<file path="src/rtl/wr_pkg.sv">
// Shared write-strobe constants: register codes and the strobe/code widths used by
// both the write-enable decoder and the strobe encoder.
package wr_pkg;

   localparam int STROBE_W = 20;
   localparam int CODE_W   = 5;

   localparam logic [CODE_W-1:0] REG_R1   = 5'd1;
   localparam logic [CODE_W-1:0] REG_R2   = 5'd2;
   localparam logic [CODE_W-1:0] REG_R3   = 5'd3;
   localparam logic [CODE_W-1:0] REG_R4   = 5'd4;
   localparam logic [CODE_W-1:0] REG_R5   = 5'd5;
   localparam logic [CODE_W-1:0] REG_R6   = 5'd6;
   localparam logic [CODE_W-1:0] REG_R7   = 5'd7;
   localparam logic [CODE_W-1:0] REG_R8   = 5'd8;
   localparam logic [CODE_W-1:0] REG_R9   = 5'd9;
   localparam logic [CODE_W-1:0] REG_R10  = 5'd10;
   localparam logic [CODE_W-1:0] REG_R11  = 5'd11;
   localparam logic [CODE_W-1:0] REG_R12  = 5'd12;
   localparam logic [CODE_W-1:0] REG_R13  = 5'd13;
   localparam logic [CODE_W-1:0] REG_R14  = 5'd14;
   localparam logic [CODE_W-1:0] REG_PC   = 5'd15;
   localparam logic [CODE_W-1:0] REG_TOTR = 5'd16;
   localparam logic [CODE_W-1:0] REG_MDDR = 5'd17;
   localparam logic [CODE_W-1:0] REG_TR   = 5'd18;
   localparam logic [CODE_W-1:0] REG_AR   = 5'd21;
   localparam logic [CODE_W-1:0] REG_IR   = 5'd22;
   localparam logic [CODE_W-1:0] REG_ALL  = 5'd31;

   // Strobe bits 0..17 map straight to codes 1..18; the top two bits jump to AR/IR.
   function automatic logic [CODE_W-1:0] bit_code(input int k);
      logic [CODE_W-1:0] c;
      if (k == STROBE_W - 2)
         c = REG_AR;
      else if (k == STROBE_W - 1)
         c = REG_IR;
      else
         c = CODE_W'(k + 1);
      return c;
   endfunction

endpackage

</file>
<file path="src/rtl/wr_trace_fifo.sv">
// First-word-fall-through trace FIFO with occupancy count and sticky overflow flag.
// When empty the head outputs keep showing the most recently popped entry.
module wr_trace_fifo #(
   parameter int DEPTH = 4,
   parameter int DW    = 16,
   parameter int CW    = 5
) (
   input  logic                     Clock,
   input  logic                     Reset_n,
   input  logic                     push,
   input  logic [CW+DW-1:0]         push_data,
   input  logic                     pop_ready,
   input  logic                     ovf_clr,
   output logic                     head_valid,
   output logic [CW+DW-1:0]         head_data,
   output logic [$clog2(DEPTH):0]   count,
   output logic                     ovf
);

   localparam int AW   = $clog2(DEPTH);
   localparam int CNTW = AW + 1;

   logic [CW+DW-1:0] mem [DEPTH];
   logic [AW-1:0]    wr_ptr;
   logic [AW-1:0]    rd_ptr;
   logic             full;
   logic             do_pop;
   logic             do_push;

   assign head_valid = (count != '0);
   assign full       = (count == CNTW'(DEPTH));
   assign do_pop     = head_valid && pop_ready;
   assign do_push    = push && (!full || do_pop);
   assign head_data  = head_valid ? mem[rd_ptr] : mem[rd_ptr - AW'(1)];

   always_ff @(posedge Clock or negedge Reset_n) begin
      if (!Reset_n) begin
         for (int i = 0; i < DEPTH; i++) mem[i] <= '0;
         wr_ptr <= '0;
         rd_ptr <= '0;
         count  <= '0;
         ovf    <= 1'b0;
      end else begin
         if (do_push) begin
            mem[wr_ptr] <= push_data;
            wr_ptr      <= wr_ptr + AW'(1);
         end
         if (do_pop)
            rd_ptr <= rd_ptr + AW'(1);
         if (do_push && !do_pop)
            count <= count + CNTW'(1);
         else if (do_pop && !do_push)
            count <= count - CNTW'(1);
         if (ovf_clr)
            ovf <= 1'b0;
         else if (push && full && !do_pop)
            ovf <= 1'b1;
      end
   end

endmodule

</file>
<file path="src/rtl/wr_strobe_encoder.sv">
// Re-encodes the one-hot write strobe into a register code, flags multi-hot vectors and
// logs qualified writes into a trace FIFO. WRENC_ERRCNT_EN adds the illegal-vector counter.
module wr_strobe_encoder
   import wr_pkg::*;
#(
   parameter int DEPTH = 4,
   parameter int DW    = 16,
   parameter int ECW   = 8
) (
   input  logic                     Clock,
   input  logic                     Reset_n,
   input  logic [STROBE_W-1:0]      WRDec_in,
   input  logic                     Wr_en,
   input  logic [DW-1:0]            Bus_in,
   output logic                     Enc_valid,
   output logic [CODE_W-1:0]        Enc_code,
   output logic                     Enc_err,
   output logic                     Trc_valid,
   input  logic                     Trc_ready,
   output logic [CODE_W-1:0]        Trc_code,
   output logic [DW-1:0]            Trc_data,
   output logic [$clog2(DEPTH):0]   Trc_count,
   output logic                     Trc_ovf,
   input  logic                     Ovf_clr,
   output logic [ECW-1:0]           Err_count
);

   logic [CODE_W-1:0]    code_c;
   logic                 legal_c;
   logic                 err_c;
   logic [CODE_W+DW-1:0] head;

   always_comb begin
      code_c  = '0;
      legal_c = 1'b0;
      err_c   = 1'b0;
      if (WRDec_in == '1) begin
         code_c  = REG_ALL;
         legal_c = 1'b1;
      end else if (WRDec_in != '0) begin
         // A single set bit survives clearing its lowest set bit as zero.
         if ((WRDec_in & (WRDec_in - STROBE_W'(1))) == '0) begin
            legal_c = 1'b1;
            for (int k = 0; k < STROBE_W; k++)
               if (WRDec_in[k]) code_c = bit_code(k);
         end else begin
            err_c = 1'b1;
         end
      end
   end

   always_ff @(posedge Clock or negedge Reset_n) begin
      if (!Reset_n) begin
         Enc_valid <= 1'b0;
         Enc_code  <= '0;
         Enc_err   <= 1'b0;
      end else begin
         Enc_valid <= legal_c;
         Enc_code  <= code_c;
         Enc_err   <= err_c;
      end
   end

   wr_trace_fifo #(
      .DEPTH (DEPTH),
      .DW    (DW),
      .CW    (CODE_W)
   ) u_trace_fifo (
      .Clock      (Clock),
      .Reset_n    (Reset_n),
      .push       (Wr_en && legal_c),
      .push_data  ({code_c, Bus_in}),
      .pop_ready  (Trc_ready),
      .ovf_clr    (Ovf_clr),
      .head_valid (Trc_valid),
      .head_data  (head),
      .count      (Trc_count),
      .ovf        (Trc_ovf)
   );

   assign Trc_code = head[CODE_W+DW-1:DW];
   assign Trc_data = head[DW-1:0];

`ifdef WRENC_ERRCNT_EN
   logic [ECW-1:0] err_cnt;

   always_ff @(posedge Clock or negedge Reset_n) begin
      if (!Reset_n)
         err_cnt <= '0;
      else if (Ovf_clr)
         err_cnt <= '0;
      else if (Wr_en && err_c && (err_cnt != '1))
         err_cnt <= err_cnt + ECW'(1);
   end

   assign Err_count = err_cnt;
`else
   assign Err_count = '0;
`endif

endmodule

</file>
<file path="config.mk">
export PLATFORM = sky130hd
export DESIGN_NAME = wr_strobe_encoder
export DESIGN_NICKNAME = d
export VERILOG_FILES = /design/src/rtl/wr_pkg.sv /design/src/rtl/wr_trace_fifo.sv /design/src/rtl/wr_strobe_encoder.sv
export SDC_FILE = /design/constraint.sdc
export NUM_CORES = 1
export LEC_CHECK = 0
export CORE_MARGIN = 2
export CORE_UTILIZATION = 60
export CTS_BUF_LIST = sky130_fd_sc_hd__clkbuf_8
export DETAILED_ROUTE_END_ITERATION = 7
export DONT_BUFFER_PORTS = 1
export PLACE_DENSITY_LB_ADDON = 0.3
export SLEW_MARGIN = 25
export SYNTH_ARGS = -nofsm -noshare
export SYNTH_HDL_FRONTEND = slang
export SYNTH_SLANG_ARGS = --single-unit
export TNS_END_PERCENT = 50
</file>
<file path="constraint.sdc">
create_clock -name Clock -period 3.35 [get_ports Clock]
set_clock_uncertainty 0.1 [all_clocks]
set_input_delay 0.67 -clock Clock [delete_from_list [all_inputs] [get_ports Clock]]
set_output_delay 0.67 -clock Clock [all_outputs]
set_load 0.01 [all_outputs]
</file>
==> results of run 1 <==
-- logic make-up after synthesis --
family / count (synthesis) / share of synthesized area
compound gates: 145 / 0.188
simple gates: 101 / 0.101
buf+inv: 58 / 0.0599
mux: 86 / 0.196
flops: 99 / 0.428
other cells: 1 / 0.000649
fa+ha+maj: 7 / 0.0162
xor+xnor: 6 / 0.00909
-- worst reg2reg max path, cell delays in order, from the launching register on --
cell and delay (ns):
dfrtp_1 0.50, nor3_2 0.34, clkinvlp_4 0.26, clkbuf_2 0.20, nand2_1 0.15, ha_4 0.16, inv_1 0.05, fa_2 0.33
xor2_1 0.15, nor2_1 0.13, xor2_1 0.15
-- sequential cells by signal (all words and copies together) (netlist names) --
| signal | count |
|---|---|
| Enc_err | 1 |
| Enc_code | 5 |
| u_trace_fifo.mem | 84 |
| u_trace_fifo.rd_ptr | 2 |
| Enc_valid | 1 |
| u_trace_fifo.ovf | 1 |
| u_trace_fifo.count | 3 |
| u_trace_fifo.wr_ptr | 2 |
-- repair_timing --
action,in CTS,in global routing
endpoints found under the setup margin,0,9
endpoints found under the hold margin,99,0
hold buffers,1,0
setup buffers,0,5
resized for setup,0,2
-- layout make-up --
class                   instances  area [sq um]  share of cell area
flip-flops and latches         99          2480               0.384
inverters                      12          48.8             0.00756
multi-input cells             353          3030               0.469
repair buffers                 54           539              0.0835
clock buffers                  11           151              0.0234
well taps                     129           161              0.0250
clock inverters                 5          52.6             0.00814
-- worst min-delay path by stage --
stage               startpoint                   end  slack [ns]  depth (start not counted)
floorplan              Reset_n           Enc_code[0]        0.27                          0
global placement       Reset_n  u_trace_fifo.mem[44]        0.28                          0
detailed placement     Reset_n  u_trace_fifo.mem[23]        0.28                          0
CTS                    Reset_n  u_trace_fifo.mem[23]        0.12                          1
global route           Reset_n  u_trace_fifo.mem[23]        0.11                          1
finish                 Reset_n  u_trace_fifo.mem[23]        0.10                          1
-- layer usage --
layer | vias up | GRT usage | share of wire
met5 | - | 0 | 0
met4 | 0 | 0.0995 | 0.018
met3 | 28 | 0.0568 | 0.068
met2 | 174 | 0.445 | 0.48
met1 | 2145 | 0.385 | 0.43
li1 | 1984 | - | -
-- stage by stage --
stage | TNS, ns | util | std cells
after CTS | 0 | 0.691 | 658
final | 0 | 0.696 | 663
after global routing | -0.184 | 0.696 | 663
after detailed placement | -0.136 | 0.666 | 641
after floorplan | 0 | - | 510
after global placement | -0.00160 | 0.666 | 641
-- synthesized netlist by cell type, drive strengths merged, types with 2 or more instances --
| library cell | n | share of area |
|---|---|---|
| o211ai | 2 | 0.0026 |
| nor2 | 16 | 0.010 |
| nor2b | 2 | 0.0022 |
| a211oi | 4 | 0.0052 |
| and3 | 3 | 0.0032 |
| nand3 | 7 | 0.0061 |
| a31oi | 2 | 0.0022 |
| xnor2 | 4 | 0.0061 |
| mux2 | 85 | 0.19 |
| nand2b | 3 | 0.0032 |
| dfrtp | 99 | 0.43 |
| inv | 11 | 0.0071 |
| a22oi | 20 | 0.026 |
| nand2 | 13 | 0.0084 |
| a2bb2oi | 8 | 0.012 |
| o21ai | 5 | 0.0043 |
| a21oi | 31 | 0.027 |
| nor4 | 7 | 0.013 |
| ha | 5 | 0.011 |
| or3 | 24 | 0.026 |
| nand4 | 3 | 0.0032 |
| xor2 | 2 | 0.0030 |
| clkbuf | 28 | 0.018 |
| nor3 | 11 | 0.010 |
| o22ai | 2 | 0.0022 |
| o221ai | 40 | 0.061 |
| and2 | 10 | 0.012 |
| buf | 18 | 0.034 |
| o31ai | 23 | 0.030 |
| a2111oi | 2 | 0.0063 |
-- power by group --
group	leakage [nW]	switching [W]	internal (W)
Combinational	1.43	0.000961	0.000784
Sequential	1.36	0.000100	0.00123
Clock	0.110	0.000406	0.000382
Total	2.89	0.00147	0.00239
==> key figures, run 1 <==
Timing
  • Pins Over Slew Limit: 0
  • # setup viols final: 0
  • Final Hold Fails: 0
  • Worst Slack Setup Final: ~0.12 ns
  • Min Hold Slack: ~0.1 ns
  • Max Clock Freq: 309 MHz
  • Slew HR: 0.613
  • Worst-Margin Slew: just under 0.6 ns
  • Final period utilization: 0.966
  • Min cycle time layout: around 3.2 ns

Routing
  • Routed Antenna Nets: 0
  • Drt first pass iters: 5
  • Final wirelength: between 10 and 15 mm
  • Initial drt markers: between 300 and 400
  • Drt drc: 0
  • Via count: between 4,000 and 5,000
  • Wire per inst: 21.1 um
  • Vias per std cell: 6.53

Setup path
  • R2r endpoint: u_trace_fifo.count[2]
  • Cell depth of the worst setup path: 7
  • Worst Setup Path Type: flip-flop to output port
  • CP Data Required Time: between 2 and 3 ns
  • Reg2reg start: u_trace_fifo.count[1]
  • CP peak stage delay: 0.50 ns
  • Most used cell, CP: buf_4
  • Setup crit start kind: flip-flop
  • Register-to-register setup slack: about 0.77 ns
  • Crit path capture: Trc_code[0]
  • Crit Path Max Fanout: 14
  • Slowest-stage cell, CP: dfrtp_1
  • Crit-path cells: nor3_2, clkinvlp_4, nand2b_1, buf_4, o221ai_1, a22oi_1, buf_4
  • Setup crit start: u_trace_fifo.count[1]
  • Data arrival time of the worst path: roughly 2.5 ns
  • Delay-heaviest family, CP: buffers and inverters
  • FF-to-FF path depth: 10
  • Crit end category: output port
  • Buffers & Inverters on Critical Path: 3

Logic synthesis
  • Register area share after synthesis: 0.428
  • Yosys Warn Count: 0
  • Top FF cell, synth: dfrtp_1
  • #FFs+latches synth: slightly below 100
  • Number of synthesized flops with an enable pin: 0
  • Synth cell types: 57
  • Cell count after synthesis: 503
  • Mapped Avg Cell Area: roughly 11 sq um
  • Mapped Area: roughly 0.0058 sq mm
  • Asr flop ratio synth: 1.00

CTS
  • CTS Sinks: a little under 100
  • Clk buf depth: 2
  • H-tree depth: 3
  • Clock-pin slew on the worst setup and hold paths: roughly 0.09 ns
  • Root Buffer: clkbuf_8
  • CTS Buf Count: 9
  • Clk_lat worst skew: 0.37 ns
  • CTS tree: done

Place
  • Post-DP HPWL: 9.15 mm
  • Place WS: -0.0844 ns
  • Port-buffer cells: 0
  • Dpl cell area: between 0.006 and 0.007 sq mm
  • Global placement routability congestion: 0.896

Final layout
  • Nets: between 500 and 600
  • Area Overhead vs Synth: 11.7%
  • Commonest cells after routing, fill and taps aside: 98 x dfrtp_1, 45 x mux2_4, 42 x buf_4
  • ANT cells: 0
  • Most common cell after layout, fill and taps aside: dfrtp_1
  • Number of fill cells in the layout: 706
  • Layout cell share with drive strength beyond 1: 0.316
  • Post-route cell area: 0.00646 sq mm

Floorplanning
  • Row count: 35
  • Die H: 102 um
  • Core Area: 0.00928 sq mm
  • IO Count: just over 80
  • Full die area: around 0.010 sq mm
  • Initial Util: 0.623
  • Die W: 102 um

Power and ir drop
  • VDD IR max: about 0.52 mV
  • Leakage power: around 2.9 nW
  • Power Dens Cells: between 500 and 600 mW/mm^2
  • Total power draw: between 0.003 and 0.004 W

Worst hold path
  • Min-delay worst type: input port to async pin

Status
  • Status: complete, no violations

Flow run
  • Total of max-cap violations: 0

Global route
  • Maximum number of pins on one net before global-route repair: 100
  • Number of global-route vias before repair: 4,453
  • First-pass GRT wire length: 22.6 mm
  • Antenna violations before repair: 0
  • Gr ovfl total: 0
  • GRT Resource Usage Total: 0.280
Power figures use the tool's default switching activity.
==> run 2: changes to the inputs <==
Settings changed: CORE_UTILIZATION 60 to 55, RECOVER_POWER from default to 50.
==> run 2 against run 1 <==
  * The flow now finishes with violations (capacitance limit, slew limit)
  * Clock power up 15%
  * Global-route usage down 2.3 points
  * Worst hold slack better by 0.14 ns
  * Final cell count up 1.1%
  * Via count up 0.48%
  * Die area up 8.7%
  * Wire length down 1.6%
  * Non-clock buffer count up 1
  * Flip-flop and latch count unchanged
  * Critical path type unchanged
  * First-iteration DRC count up 19%
  * Largest power group unchanged
==> key figures, run 2 (synthesis gave the netlist of run 1 again) <==
CTS
  • H-tree depth: 3 (unchanged)
  • Clk_lat worst skew: 0.38 ns (about the same)
  • CTS Sinks: 99 (unchanged)
  • Root Buffer: clkbuf_8
  • CTS tree: done
  • Clk buf depth: 2 (unchanged)
  • CTS Buf Count: 9 (unchanged)
  • Clock-pin slew on the worst setup and hold paths: 0.09 ns (about the same)

Final layout
  • Number of fill cells in the layout: 836 (+18%)
  • Nets: 577 (+0.17%)
  • Commonest cells after routing, fill and taps aside: 99 x dfrtp_1, 48 x buf_4, 45 x mux2_4
  • Most common cell after layout, fill and taps aside: dfrtp_1
  • Post-Layout Cell Count: 670 (+1.1%)
  • Largest registers: u_trace_fifo.mem x84, Enc_code x5, u_trace_fifo.count x3
  • ANT cells: 0 (unchanged)
  • Layout cell share with drive strength beyond 1: 0.311 (-0.00562)
  • Biggest register: u_trace_fifo.mem
  • Max FFs per register: 84 (unchanged)
  • Area Overhead vs Synth: 10.9%

Setup path
  • Delay-heaviest family, CP: buffers and inverters
  • Buffers & Inverters on Critical Path: 3 (unchanged)
  • Register-to-register setup slack: 0.77 ns (about the same)
  • CP peak stage delay: 0.50 ns (about the same)
  • Worst Setup Path Type: flip-flop to output port
  • FF-to-FF path depth: 10 (unchanged)
  • Most used cell, CP: buf_4
  • Crit end category: output port
  • R2r endpoint: u_trace_fifo.count[2]
  • Crit-path cells: nor3_4, clkinvlp_4, buf_4, or3_1, o31ai_1, a22oi_1, buf_4
  • Data arrival time of the worst path: 2.38 ns (-0.08 ns)
  • Crit Path Max Fanout: 16 (+2)
  • Setup crit start kind: flip-flop
  • Reg2reg start: u_trace_fifo.count[1]
  • CP Data Required Time: 2.58 ns (about the same)
  • Slowest-stage cell, CP: dfrtp_1

Global route
  • First-pass GRT wire length: 23.0 mm (+1.8%)
  • Antenna violations before repair: 0 (unchanged)
  • Gr ovfl total: 0 (unchanged)
  • Maximum number of pins on one net before global-route repair: 100 (unchanged)
  • GRT Resource Usage Total: 0.258 (-0.0227)
  • Number of global-route vias before repair: 4,414 (-0.88%)

Place
  • Post-DP HPWL: 9.12 mm (-0.38%)
  • Global placement routability congestion: 0.864 (-3.6%)
  • Port-buffer cells: 0 (unchanged)
  • Place WS: -0.0766 ns (+0.00782 ns)
  • Placed insts: 652 (+1.7%)

Status
  • Failing checks: capacitance limit, slew limit
  • Status: complete, but fails checks

Power and ir drop
  • Net switching power: 0.00145 W (-1.2%)
  • Internal power: 0.00247 W (+3.2%)
  • Power Dens Cells: 611 mW/mm^2 (+2.2%)
  • Leakage power: 2.88 nW (-0.57%)
  • Power share of the combinational group: 0.430 (-0.022)
  • Seq pwr share: 0.339 (-0.005)
  • VDD IR max: 0.441 mV (-15%)
  • Sw frac: 0.370 (-0.0101)
  • Clock power frac: 0.231 (+0.027)

Timing
  • Final Hold Fails: 0 (unchanged)
  • Final period utilization: 0.939 (-0.0264)
  • Worst-Margin Slew: 2.44 ns (+1.86 ns)
  • Slew HR: -0.626 (-1.24)
  • Worst Slack Setup Final: 0.204 ns (+0.0885 ns)
  • Min cycle time layout: 3.15 ns (-0.0885 ns)
  • Max Clock Freq: 318 MHz (+2.8%)
  • # setup viols final: 0 (unchanged)
  • RSZ-0062 raised after global routing: false
  • Pins Over Slew Limit: 100 (+100)

Worst hold path
  • Hold wc startpoint: Ovf_clr
  • Min-delay worst type: input port to flip-flop
  • Worst Hold End: u_trace_fifo.ovf
  • Worst Hold Depth: 1

Floorplanning
  • Die W: 107 um (+4.3%)
  • Initial Util: 0.563 (-0.0602)
  • Row count: 37 (+5.7%)
  • IO Count: 82 (unchanged)
  • Full die area: 0.0113 sq mm (+8.7%)
  • Core Area: 0.0103 sq mm (+11%)
  • Die H: 107 um (+4.3%)

Routing
  • Wire per inst: 20.6 um (-2.6%)
  • Drt drc: 0 (unchanged)
  • Vias per std cell: 6.50 (-0.56%)
  • Via count: 4,352 (+0.48%)
  • Final wirelength: 13.8 mm (-1.6%)
  • Routed Antenna Nets: 0 (unchanged)
  • Initial drt markers: 403 (+19%)
  • Drt first pass iters: 5 (unchanged)

Flow run
  • Total of max-cap violations: 1 (+1)
[run 2: changes by cell type in the layout (fill, tap and decap cells not counted), moves of 2 or more]
cell,before,now
buf_4,42,48
buf_12,9,4
clkbuf_8,11,9
nor3_2,2,0
bufinv_16,1,3
[run 2: metrics by stage]
stage | TNS [ns] | power, W | utilization | area, sq um | hold WS, ns
final | 0 | 0.00392 | 0.624 | 6410 | 0.238
after global routing | 0 | 0.00415 | 0.624 | 6410 | 0.201
after CTS | 0 | 0.00390 | 0.624 | 6420 | 0.120
after detailed placement | -0.0870 | 0.00297 | 0.599 | 6160 | 0.277
after global placement | -0.0135 | 0.00293 | 0.599 | 6160 | 0.277
after floorplan | 0 | 0.00235 | - | 5850 | 0.274
[run 2: power groups by stage]
stage / registers, W / logic [W] / clock network, W
after floorplan: 0.00129 / 0.00105 / 0
after global placement: 0.00134 / 0.00159 / 0
after detailed placement: 0.00134 / 0.00162 / 0
after CTS: 0.00132 / 0.00166 / 0.000924
after global routing: 0.00134 / 0.00183 / 0.000979
final: 0.00133 / 0.00169 / 0.000905
[run 2: metal layers]
layer | track usage | share of wire
met1 | 0.343 | 0.42
met2 | 0.403 | 0.47
met3 | 0.0785 | 0.079
met4 | 0.0853 | 0.023
met5 | 0 | 0
[run 2: how the worst max path moves through the flow]
stage | end | slack [ns] | start | cells past startpoint
detailed placement | u_trace_fifo.count[2] | -0.08 | WRDec_in[0] | 14
floorplan | u_trace_fifo.count[2] | 0.02 | WRDec_in[4] | 15
global placement | u_trace_fifo.count[2] | -0.01 | WRDec_in[0] | 14
global route | u_trace_fifo.count[2] | 0.02 | WRDec_in[0] | 14
CTS | Trc_code[3] | 0.13 | u_trace_fifo.count[1] | 7
finish | Trc_data[1] | 0.20 | u_trace_fifo.count[1] | 7
[run 2: layout make-up]
cell class,count,area (sq um),share of cell area
Clock inverter,6,106,0.0166
Inverter,12,48.8,0.00761
Multi-Input combinational cell,353,3030,0.472
Timing Repair Buffer,55,460,0.0718
Sequential cell,99,2480,0.386
Clock buffer,9,124,0.0193
Tap cell,136,170,0.0265
[run 2: repair_timing]
action / 4_1_cts / 5_1_grt
buffers inserted: 0 / 2
hold endpoints to repair: 99 / 0
resized for setup: 0 / 3
hold buffers: 1 / 0
setup endpoints to repair: 0 / 6
